**config.mk**
```make
export PLATFORM = sky130hd
export DESIGN_NAME = tree_space_arbiter
export DESIGN_NICKNAME = d
export VERILOG_FILES = /design/src/rtl/tree_space_arbiter_pkg.sv /design/src/rtl/tree_space_arbiter_rr_arbiter.sv /design/src/rtl/tree_space_arbiter.sv
export SDC_FILE = /design/constraint.sdc
export NUM_CORES = 1
export LEC_CHECK = 0
export CORE_MARGIN = 1.5
export CORE_UTILIZATION = 39
export DETAILED_ROUTE_END_ITERATION = 12
export HOLD_SLACK_MARGIN = 0.08
export MAX_ROUTING_LAYER = met4
export PLACE_DENSITY = 0.87
export SLEW_MARGIN = 0
export SYNTH_ARGS = -nofsm -noshare
export SYNTH_HDL_FRONTEND = slang
export SYNTH_HIERARCHICAL = 1
export SYNTH_SLANG_ARGS = --single-unit
export TNS_END_PERCENT = 20
```
**constraint.sdc**
```tcl
create_clock -name aclk -period 3.8 [get_ports aclk]
set_clock_uncertainty 0.1 [all_clocks]
set_input_delay 0.76 -clock aclk [delete_from_list [all_inputs] [get_ports aclk]]
set_output_delay 0.76 -clock aclk [all_outputs]
set_load 0.01 [all_outputs]
```
**src/rtl/tree_space_arbiter_pkg.sv**
```systemverilog
// Shared types and constants for the tree space arbiter.
package tree_space_pkg;

    typedef enum logic [1:0] {IDLE, ALLOC, FREE} state_t;
    typedef enum logic {OP_ALLOC, OP_FREE} op_t;

    localparam int unsigned ROOT_ADDR   = 0;
    localparam int unsigned MAX_CLIENTS = 8;

endpackage

```
**src/rtl/tree_space_arbiter_rr_arbiter.sv**
```systemverilog
// Combinational round-robin picker: first requesting client at or after ptr, wrapping.
module rr_arbiter #(
    parameter int unsigned NB_CLIENTS = 2,
    parameter int unsigned PTR_W      = $clog2(NB_CLIENTS)
) (
    input  logic [NB_CLIENTS-1:0] req,
    input  logic [PTR_W-1:0]      ptr,
    output logic [NB_CLIENTS-1:0] grant,
    output logic [PTR_W-1:0]      grant_idx
);

    int unsigned idx;
    logic        found;

    always_comb begin
        grant     = '0;
        grant_idx = '0;
        found     = 1'b0;
        idx       = 0;
        for (int unsigned k = 0; k < NB_CLIENTS; k++) begin
            idx = (32'(ptr) + k) % NB_CLIENTS;
            if (!found && req[idx]) begin
                found      = 1'b1;
                grant[idx] = 1'b1;
                grant_idx  = PTR_W'(idx);
            end
        end
    end

endmodule

```
**src/rtl/tree_space_arbiter.sv**
```systemverilog
// Shares one tree space manager between NB_CLIENTS engines (alloc/free channels).
// Optional occupancy statistics: define TREE_SPACE_ARBITER_STATS_EN.
module tree_space_arbiter
    import tree_space_pkg::*;
#(
    parameter int unsigned RAM_ADDR_WIDTH = 16,
    parameter int unsigned NB_CLIENTS     = 2
) (
    input  logic                               aclk,
    input  logic                               aresetn,
    input  logic [NB_CLIENTS-1:0]              cli_req_valid,
    output logic [NB_CLIENTS-1:0]              cli_req_ready,
    output logic [RAM_ADDR_WIDTH-1:0]          cli_req_addr,
    input  logic [NB_CLIENTS-1:0]              cli_free_valid,
    output logic [NB_CLIENTS-1:0]              cli_free_ready,
    input  logic [NB_CLIENTS*RAM_ADDR_WIDTH-1:0] cli_free_addr,
    output logic                               cli_full,
    output logic                               mgr_req_valid,
    input  logic                               mgr_req_ready,
    input  logic [RAM_ADDR_WIDTH-1:0]          mgr_req_addr,
    output logic                               mgr_free_valid,
    input  logic                               mgr_free_ready,
    output logic [RAM_ADDR_WIDTH-1:0]          mgr_free_addr,
    input  logic                               mgr_full
`ifdef TREE_SPACE_ARBITER_STATS_EN
    ,
    output logic [RAM_ADDR_WIDTH:0]            stat_occupancy,
    output logic                               stat_err
`endif
);

    localparam int unsigned PTR_W = $clog2(NB_CLIENTS);
    localparam int unsigned W     = RAM_ADDR_WIDTH;

    state_t                  state;
    op_t                     last_op;
    logic [NB_CLIENTS-1:0]   grant;
    logic [PTR_W-1:0]        grant_idx;
    logic [PTR_W-1:0]        rr_alloc;
    logic [PTR_W-1:0]        rr_free;
    logic [PTR_W-1:0]        next_ptr;

    logic [NB_CLIENTS-1:0]   alloc_cand;
    logic [NB_CLIENTS-1:0]   alloc_grant;
    logic [NB_CLIENTS-1:0]   free_grant;
    logic [PTR_W-1:0]        alloc_idx;
    logic [PTR_W-1:0]        free_idx;
    logic                    pick_alloc;
    logic                    pick_free;

    assign alloc_cand = mgr_full ? '0 : cli_req_valid;

    rr_arbiter #(.NB_CLIENTS(NB_CLIENTS)) u_alloc_arb (
        .req       (alloc_cand),
        .ptr       (rr_alloc),
        .grant     (alloc_grant),
        .grant_idx (alloc_idx)
    );

    rr_arbiter #(.NB_CLIENTS(NB_CLIENTS)) u_free_arb (
        .req       (cli_free_valid),
        .ptr       (rr_free),
        .grant     (free_grant),
        .grant_idx (free_idx)
    );

    // Both channels pending: free wins when full, otherwise alternate against last_op.
    always_comb begin
        pick_alloc = 1'b0;
        pick_free  = 1'b0;
        if (|cli_free_valid && |alloc_cand) begin
            if (mgr_full || last_op == OP_ALLOC) pick_free  = 1'b1;
            else                                 pick_alloc = 1'b1;
        end else begin
            pick_free  = |cli_free_valid;
            pick_alloc = |alloc_cand;
        end
    end

    assign next_ptr       = (grant_idx == PTR_W'(NB_CLIENTS - 1)) ? '0 : grant_idx + 1'b1;
    assign cli_req_ready  = (state == ALLOC && mgr_req_ready)  ? grant : '0;
    assign cli_free_ready = (state == FREE  && mgr_free_ready) ? grant : '0;
    assign cli_req_addr   = mgr_req_addr;
    assign cli_full       = mgr_full;

    always_ff @(posedge aclk or negedge aresetn) begin
        if (!aresetn) begin
            state          <= IDLE;
            last_op        <= OP_FREE;
            grant          <= '0;
            grant_idx      <= '0;
            rr_alloc       <= '0;
            rr_free        <= '0;
            mgr_req_valid  <= 1'b0;
            mgr_free_valid <= 1'b0;
            mgr_free_addr  <= RAM_ADDR_WIDTH'(ROOT_ADDR);
        end else begin
            case (state)
                IDLE: begin
                    if (pick_free) begin
                        state          <= FREE;
                        grant          <= free_grant;
                        grant_idx      <= free_idx;
                        mgr_free_valid <= 1'b1;
                        mgr_free_addr  <= cli_free_addr[free_idx*W +: W];
                    end else if (pick_alloc) begin
                        state         <= ALLOC;
                        grant         <= alloc_grant;
                        grant_idx     <= alloc_idx;
                        mgr_req_valid <= 1'b1;
                    end
                end
                ALLOC: begin
                    if (mgr_req_ready) begin
                        state         <= IDLE;
                        mgr_req_valid <= 1'b0;
                        last_op       <= OP_ALLOC;
                        rr_alloc      <= next_ptr;
                        grant         <= '0;
                    end
                end
                FREE: begin
                    if (mgr_free_ready) begin
                        state          <= IDLE;
                        mgr_free_valid <= 1'b0;
                        last_op        <= OP_FREE;
                        rr_free        <= next_ptr;
                        grant          <= '0;
                    end
                end
                default: state <= IDLE;
            endcase
        end
    end

`ifdef TREE_SPACE_ARBITER_STATS_EN
    localparam logic [RAM_ADDR_WIDTH:0] OCC_MAX = {1'b1, {RAM_ADDR_WIDTH{1'b0}}};

    logic alloc_hs;
    logic free_hs;

    assign alloc_hs = (state == ALLOC) && mgr_req_ready;
    assign free_hs  = (state == FREE)  && mgr_free_ready;

    always_ff @(posedge aclk or negedge aresetn) begin
        if (!aresetn) begin
            stat_occupancy <= '0;
            stat_err       <= 1'b0;
        end else if (alloc_hs) begin
            if (stat_occupancy != OCC_MAX) stat_occupancy <= stat_occupancy + 1'b1;
        end else if (free_hs) begin
            if (stat_occupancy == '0) stat_err       <= 1'b1;
            else                      stat_occupancy <= stat_occupancy - 1'b1;
        end
    end
`endif

endmodule

```
### Word-level counts from Yosys, hierarchy flattened

Cells that the tools add are included.

| word-level totals | value |
|---|---|
| flip-flop bits (word level) | 26 |
| input bits | 57 |
| output and inout bits | 39 |
| logic and storage cells | 114 |

| operators by class | value |
|---|---|
| $add $sub $neg | 3 |
| magnitude comparators | 8 |
| equality and inequality tests | 8 |
| shifts and indexed selects | 1 |
| multiplexer cells | 53 |
| bitwise gates (word level) | 3 |
| reduce and logical (&&, ||, !) cells | 29 |

Operators with widths:

| cell | number |
|---|---|
| $shiftx A32 B6 Y16 | 1 |
| $mux W1 | 31 |
| $mux W2 | 13 |
| $pmux W2 S3 | 2 |
| $ne A2 B2 Y1 const B | 5 |
| $logic_and A1 B1 Y1 | 9 |
| $reduce_and A3 Y1 | 3 |
| $lt A1 B2 Y1 const B | 4 |
| $reduce_and A2 Y1 | 4 |
| $reduce_and A4 Y1 | 2 |
| $reduce_bool A2 Y1 | 4 |
| $pmux W1 S2 | 3 |
| $demux W1 S1 | 4 |
| $ge A1 B1 Y1 const B | 4 |
| $or A2 B2 Y2 | 2 |
| $reduce_or A2 Y1 | 2 |
| $add A1 B1 Y1 const B | 3 |
| $ne A3 B3 Y1 const B | 1 |
| $reduce_bool A3 Y1 | 1 |
| $eq A2 B1 Y1 const B | 1 |
| $eq A2 B2 Y1 const B | 1 |
| $logic_not A1 Y1 | 2 |
| $logic_not A2 Y1 | 1 |
| $logic_or A1 B1 Y1 | 1 |
| $not A1 Y1 | 1 |

### Longest topological paths before layout

Gate-level depths: netlist of the first run.

| logic depth | value |
|---|---|
| depth after elaboration | 10 |
| gate-level depth with buffers | 6 |
| depth with buffers taken out | 6 |

### Modules after synthesis

Netlist of the first run, hierarchy kept.

Modules (own cells, without submodules):

| module | instances | cells an instance | area an instance (µm²) | sequential area each (µm²) |
|---|---|---|---|---|
| tree_space_arbiter | 1 | 149 | 1,461.4 | 651.9 |
| rr_arbiter | 2 | 4 | 30.0 | 0.0 |

### Worst setup path after synthesis of the first run

No wires, ideal clock.

| path | value |
|---|---|
| kind | input-to-reg |
| start | input cli_free_valid[1] |
| end | register mgr_free_addr[2] |
| setup time | 0.133 ns |
| arrival | 1.638 ns |
| data required time | 3.567 ns |
| slack | 1.929 ns |
| stages | 5 |
| path buffers | 2 |
| path through | a21boi_1 -> buf_2 -> buf_2 -> mux2i_1 -> o21ai_0 |

| between the ends | value |
|---|---|
| word-level cells in the longest chain between the ends | 7 |
| elaborated cells between the ends (all ways) | 14 |
| those cells by class | 1 x shift; 8 x mux; 5 x reduce/logical |

RTL lines:

| what | line | RTL |
|---|---|---|
| start: declaration | tree_space_arbiter.sv:14 | `input logic [NB_CLIENTS-1:0] cli_free_valid,` |
| $mux W1 (not written as such) (2 in series) | tree_space_arbiter_rr_arbiter.sv:22 | `if (!found && req[idx]) begin` |
| $mux W1 | tree_space_arbiter_rr_arbiter.sv:22 |  |
| $logic_not A1 Y1 | tree_space_arbiter_rr_arbiter.sv:22 |  |
| $logic_and A1 B1 Y1 | tree_space_arbiter_rr_arbiter.sv:22 |  |
| $mux W1 | tree_space_arbiter_rr_arbiter.sv:22 |  |
| $shiftx A32 B6 Y16 | tree_space_arbiter.sv:105 | `mgr_free_addr <= cli_free_addr[free_idx*W +: W];` |
| end signal: assignment | tree_space_arbiter.sv:96 | `mgr_free_addr <= RAM_ADDR_WIDTH'(ROOT_ADDR);` |
| end signal: assignment | tree_space_arbiter.sv:105 |  |
| end: declaration | tree_space_arbiter.sv:23 | `output logic [RAM_ADDR_WIDTH-1:0] mgr_free_addr,` |

Several ways; a longest one is shown, not always the timed one. The select of a mux whose other input is x is not followed.
A chain may end at the register's enable or synchronous reset.

### Final worst setup path of the first run

| path | value |
|---|---|
| start | input mgr_req_ready |
| end | output cli_req_ready[0] |

| between the ends | value |
|---|---|
| word-level cells in the longest chain between the ends | 2 |

RTL lines:

| what | line | RTL |
|---|---|---|
| start: declaration | tree_space_arbiter.sv:19 | `input logic mgr_req_ready,` |
| $logic_and A1 B1 Y1 | tree_space_arbiter.sv:81 | `assign cli_req_ready = (state == ALLOC && mgr_req_ready) ? grant : '0;` |
| $mux W2 | tree_space_arbiter.sv:81 |  |
| end: declaration | tree_space_arbiter.sv:12 | `output logic [NB_CLIENTS-1:0] cli_req_ready,` |

Every way passes these cells.

==> results of run 1 <==
-- placed cells by master (no fill, tap or decap), drive strengths merged, types with 2 or more instances in the layout --
master and n:
clkdlybuf4s50 63, nor2b 2, nor2 2, ha 3, o21ai 25, clkbuf 4, nand2 21, buf 3
a21boi 6, a22o 2, mux2i 24, dfrtp 25, and3 5, inv 9
-- worst max-delay path, cell delays in order --
cell	delay (ns)
clkdlybuf4s50_1	0.57
and3_2	0.21
clkdlybuf4s50_1	0.52
-- layer usage --
metal | vias up | routed length (um) | GRT usage [%]
met2 | 36 | 1760 | 32.5
li1 | 622 | - | -
met4 | 0 | 40 | 2.34
met1 | 580 | 1320 | 17.8
met5 | - | 0 | -
met3 | 4 | 158 | 4.62
-- worst paths after layout --
| kind | startpoint | endpoint | slack, ns | cells past startpoint |
|---|---|---|---|---|
| setup / recovery | mgr_req_ready | cli_req_ready[0] | 0.88 | 3 |
| hold / removal | mgr_free_addr[11] | mgr_free_addr[11] | 0.38 | 2 |
| setup reg to reg | state[1] | grant[0] | 2.04 | 6 |
| hold reg to reg | mgr_free_addr[11] | mgr_free_addr[11] | 0.38 | 2 |
| max in group asynchronous | aresetn | last_op | 2.55 | 2 |
| min in group asynchronous | aresetn | mgr_free_addr[3] | 0.76 | 2 |
-- metrics by stage --
stage               instance area, um^2  std cells
floorplan                          1520        157
global placement                   2090        249
detailed placement                 2090        249
CTS                                2140        253
global route                       2140        253
finish                             2140        253
-- cell type report --
type	instances	share of cell area [%]
timing repair buffer	66	30.5
multi-input combinational	100	32.1
tap	48	2.80
sequential	26	30.4
inverter	9	1.58
clock buffer	4	2.57
-- kinds of logic after synthesis --
family	count (synthesis)	synth area share, %
AOI/OAI and AO/OA	40	16.8
buffers and inverters	31	12.2
adders and majority gates	3	2.47
DFF	26	42.8
muxes	24	15.8
and+or+nand+nor	33	9.95
-- power by group through the flow --
stage	Combinational (uW)	Sequential [uW]	Clock, uW
after floorplan	323	525	0
after global placement	643	486	0
after detailed placement	659	494	0
after CTS	661	488	184
after global routing	727	504	196
final	652	486	177
==> flow_summary.yaml, run 1 <==
status:
  status: "complete, no violations"
yosys:
  yosys-top-cells-area: "dfrtp_1 (41%), mux2i_1 (16%), buf_4 (8.4%)"
  synth_seq_area_share_pct: 42.8
  syn_area_mm2: 0.00152
  synth_top_cells_by_count: "dfrtp_1 (25), mux2i_1 (24), o21ai_0 (23)"
  synth.net_count: 217
  synth_top_area_share_pct: 41.1
  yosys_register_bits: 26
  netlist-cell-type-count: 29
  syn_inst: 157
  synth_edf_count: 0
  yosysMostFrequentCell: "dfrtp_1"
  synthArstFlopShare_pct: 100
  yosys.area.top_type: "dfrtp_1"
  postSynthAreaPerCell_um2: 9.69
  synth_ff_type: "dfrtp_1"
  synth_warnings: 6
clocking:
  clock_path_buffers: 2
  cts_setup_buffers: 0
  cts_buffers: 3
  clk_latency_ns: 0.27
  htreeDepth: 1
  root_buffer: "clkbuf_8"
  path_clk_slew_ns: 0.09
  holdBufCountCts: 0
  cts_resized: 0
  cts_tree: "done"
  cts_sinks: 26
sta:
  fmax_ghz: 0.342
  slew_violations: 0
  fin_setup_tns_ns: 0
  setup_violations: 0
  hold_viol_final: 0
  rsz0062_at_grt: "false"
  period_minus_slack_ns: 2.92
  whs_ns: 0.384
  min_period_over_period_pct: 76.9
  slew_headroom_pct: 67.9
  tightest_slew_ns: 0.482
  setup_slack_ns: 0.877
power_and_ir_drop:
  clkPwrFrac_pct: 13.5
  total_power_uw: 1320
  p_switching_uw: 471
  power_density_mw_per_mm2: 614
  internal-power_uw: 845
  p_leak_uw: 0.000963
  swShare_pct: 35.8
  irDropWorstVdd_mv: 0.358
  combPwrFrac_pct: 49.6
  seq_power_share_pct: 36.9
layout:
  nNetsFinal: 266
  drive_gt1_share_pct: 8.29
  regMostFlops: "mgr_free_addr"
  fin_util_pct: 57.6
  seqCellArea_um2: 652
  n_antenna_cell: 0
  num-fill-cells: 336
  area_delta_synth_final_pct: 40.8
  reg_top3: "mgr_free_addr (16), grant (2), state (2)"
  largest_register_ffs: 16
  multiInputGateArea_um2: 688
critical_path:
  cp-end-kind: "output port"
  critical_path_arrival_ns: 2.06
  critPathMaxFanout: 5
  critPathKind: "input pin to output port"
  critPathRequiredTime_ns: 2.94
  worstSetupStartpointType: "input pin"
floorplanning:
  die_y_um: 65.5
  core_mm2: 0.00372
  die_area_mm2: 0.00429
  num_rows: 22
  initial_core_util_pct: 40.9
  die_w_um: 65.5
  num_io_pins: 96
drt:
  wl_per_cell_um: 12.9
  final_antenna_net_count: 0
  vias_per_cell: 4.91
  drt_wl_total_mm: 3.27
  drtIter0Drc: 99
  drc: 0
  firstDrtPassIters: 4
  num_vias: 1242
place:
  place.gp.congestion: 0.812
  hpwl_mm: 2.59
  numPortBuffers: 63
  post-place-ws_ns: 0.882
global_routing:
  grt_pass1_wl_mm: 5.53
  grt_antenna_before_repair: 0
  grt_use_total_pct: 17.0
  first_global_vias: 1262
  grt_max_degree: 34
  grt_remaining_overflow: 0
job:
  cap_violations: 0
hold_path:
  hold_class: "flip-flop to flip-flop"
No activity file was read; power rests on OpenSTA's default activity.
==> run 2, diff against run 1 <==
--- a/config.mk
+++ b/config.mk
@@ -6,11 +6,11 @@
 export NUM_CORES = 1
 export LEC_CHECK = 0
 export CORE_MARGIN = 1.5
-export CORE_UTILIZATION = 39
+export CORE_UTILIZATION = 37
 export DETAILED_ROUTE_END_ITERATION = 12
 export HOLD_SLACK_MARGIN = 0.08
 export MAX_ROUTING_LAYER = met4
-export PLACE_DENSITY = 0.87
+export PLACE_DENSITY = 0.83
 export SLEW_MARGIN = 0
 export SYNTH_ARGS = -nofsm -noshare
 export SYNTH_HDL_FRONTEND = slang
==> constraint.sdc (replaced) <==
create_clock -name aclk -period 2.9 [get_ports aclk]
set_clock_uncertainty 0.1 [all_clocks]
set_input_delay 0.58 -clock aclk [delete_from_list [all_inputs] [get_ports aclk]]
set_output_delay 0.58 -clock aclk [all_outputs]
set_load 0.01 [all_outputs]
==> run 2 against run 1 <==
Combinational power increased by 30%. Sequential power grew 31%. Register-to-register slack worse by 0.88 ns. Setup slack worse by 0.54 ns. Total power rose by 30%. Critical endpoint unchanged. Largest power group unchanged. Global-route usage fell by 2.4 points. Via count down 2.0%. Clock power grew 28%. Final cell count up 0.79%.
==> flow_summary.yaml, run 2 (same netlist as run 1, synthesis figures left out) <==
status:
  status: "complete, no violations"
global_routing:
  grt_max_degree: 34
  grt_use_total_pct: 14.7
  grt_pass1_wl_mm: 5.01
  grt_antenna_before_repair: 0
  grt_remaining_overflow: 0
  first_global_vias: 1169
clocking:
  cts_setup_buffers: 0
  holdBufCountCts: 0
  clock_path_buffers: 2
  cts_buffers: 3
  path_clk_slew_ns: 0.09
  clk_latency_ns: 0.26
  htreeDepth: 1
  cts_sinks: 26
  cts_tree: "done"
  cts_resized: 0
  root_buffer: "clkbuf_8"
layout:
  num-fill-cells: 376
  final_cell_mix: "clkdlybuf4s50_1 (63), dfrtp_1 (25), mux2i_1 (24), o21ai_0 (23), nand2_1 (21)"
  seqCellArea_um2: 652
  fin_area_mm2: 0.00214
  area_delta_synth_final_pct: 41.0
  instances_no_fill: 255
  reg_top3: "mgr_free_addr (16), grant (2), state (2)"
  n_antenna_cell: 0
  nNetsFinal: 266
  largest_register_ffs: 16
  multiInputGateArea_um2: 688
  drive_gt1_share_pct: 8.29
  regMostFlops: "mgr_free_addr"
  final_common_cell: "clkdlybuf4s50_1"
drt:
  drc: 0
  vias_per_cell: 4.77
  drtIter0Drc: 66
  final_antenna_net_count: 0
  num_vias: 1217
  wl_per_cell_um: 11.8
  drt_wl_total_mm: 3.02
  firstDrtPassIters: 4
place:
  numPortBuffers: 63
  placed_cells: 251
  place.gp.congestion: 0.829
  placed_area_mm2: 0.00209
  post-place-ws_ns: 0.340
  hpwl_mm: 2.43
hold_path:
  hold_class: "flip-flop to flip-flop"
power_and_ir_drop:
  combPwrFrac_pct: 49.5
  p_leak_uw: 0.000963
  seq_power_share_pct: 37.2
  power_density_mw_per_mm2: 797
  p_switching_uw: 602
  swShare_pct: 35.2
  total_power_uw: 1710
  internal-power_uw: 1110
  clkPwrFrac_pct: 13.3
  irDropWorstVdd_mv: 0.366
sta:
  tightest_slew_ns: 0.459
  rsz0062_at_grt: "false"
  slew_violations: 0
  fmax_ghz: 0.390
  slew_headroom_pct: 69.4
  fin_setup_tns_ns: 0
  setup_violations: 0
  setup_slack_ns: 0.339
  min_period_over_period_pct: 88.3
  period_minus_slack_ns: 2.56
  hold_viol_final: 0
critical_path:
  cp-end-kind: "output port"
  critPathRequiredTime_ns: 2.22
  critPathKind: "input pin to output port"
  critical_path_arrival_ns: 1.88
  critPathMaxFanout: 5
  worstSetupStartpointType: "input pin"
floorplanning:
  die_y_um: 67.1
  die_area_mm2: 0.00451
  num_rows: 23
  initial_core_util_pct: 38.3
  core_mm2: 0.00397
  die_w_um: 67.1
  num_io_pins: 96
job:
  cap_violations: 0
-- run 2: cell counts in the layout (fill, tap and decap cells not counted) --
No cell type changed its count.
-- run 2: critical path, cell delays in order --
cell             delay, ns
clkdlybuf4s50_1       0.57
and3_2                0.21
clkdlybuf4s50_1       0.52
-- run 2: cell type report --
type / count / share of cell area, %
Sequential cell: 26 / 30.4
Clock buffer: 4 / 2.57
Inverter: 9 / 1.58
Multi-Input combinational cell: 100 / 32.1
Tap cell: 50 / 2.92
Timing Repair Buffer: 66 / 30.5
-- run 2: power groups by stage --
stage	registers (uW)	clock network [uW]	logic, uW
detailed placement	648	0	856
global placement	636	0	843
CTS	640	239	860
floorplan	687	0	423
global route	661	254	943
finish	637	226	846
-- run 2: final timing paths --
| check | from | endpoint | slack, ns | depth (start not counted) |
|---|---|---|---|---|
| worst min register to register | mgr_free_addr[6] | mgr_free_addr[6] | 0.38 | 2 |
| max in group asynchronous | aresetn | last_op | 1.83 | 2 |
| min in group asynchronous | aresetn | grant[1] | 0.58 | 2 |
| worst max register to register | state[0] | grant[0] | 1.16 | 6 |
| worst max-delay path | mgr_req_ready | cli_req_ready[0] | 0.34 | 3 |
| worst min-delay path | mgr_free_addr[6] | mgr_free_addr[6] | 0.38 | 2 |
-- run 2: through the flow --
| step | hold slack (ns) | util [%] |
|---|---|---|
| after CTS | 0.390 | 54.0 |
| final | 0.380 | 54.0 |
| after global placement | 0.360 | 52.6 |
| after global routing | 0.426 | 54.0 |
| after detailed placement | 0.369 | 52.6 |
| after floorplan | 0.184 | - |
-- run 2: metal layers --
layer	share of wire, %	vias to the layer above	GRT usage, %
li1	-	621	-
met5	0	-	-
met2	51	45	24.3
met3	5.7	2	3.04
met4	0.33	0	3.06
met1	43	549	18.6
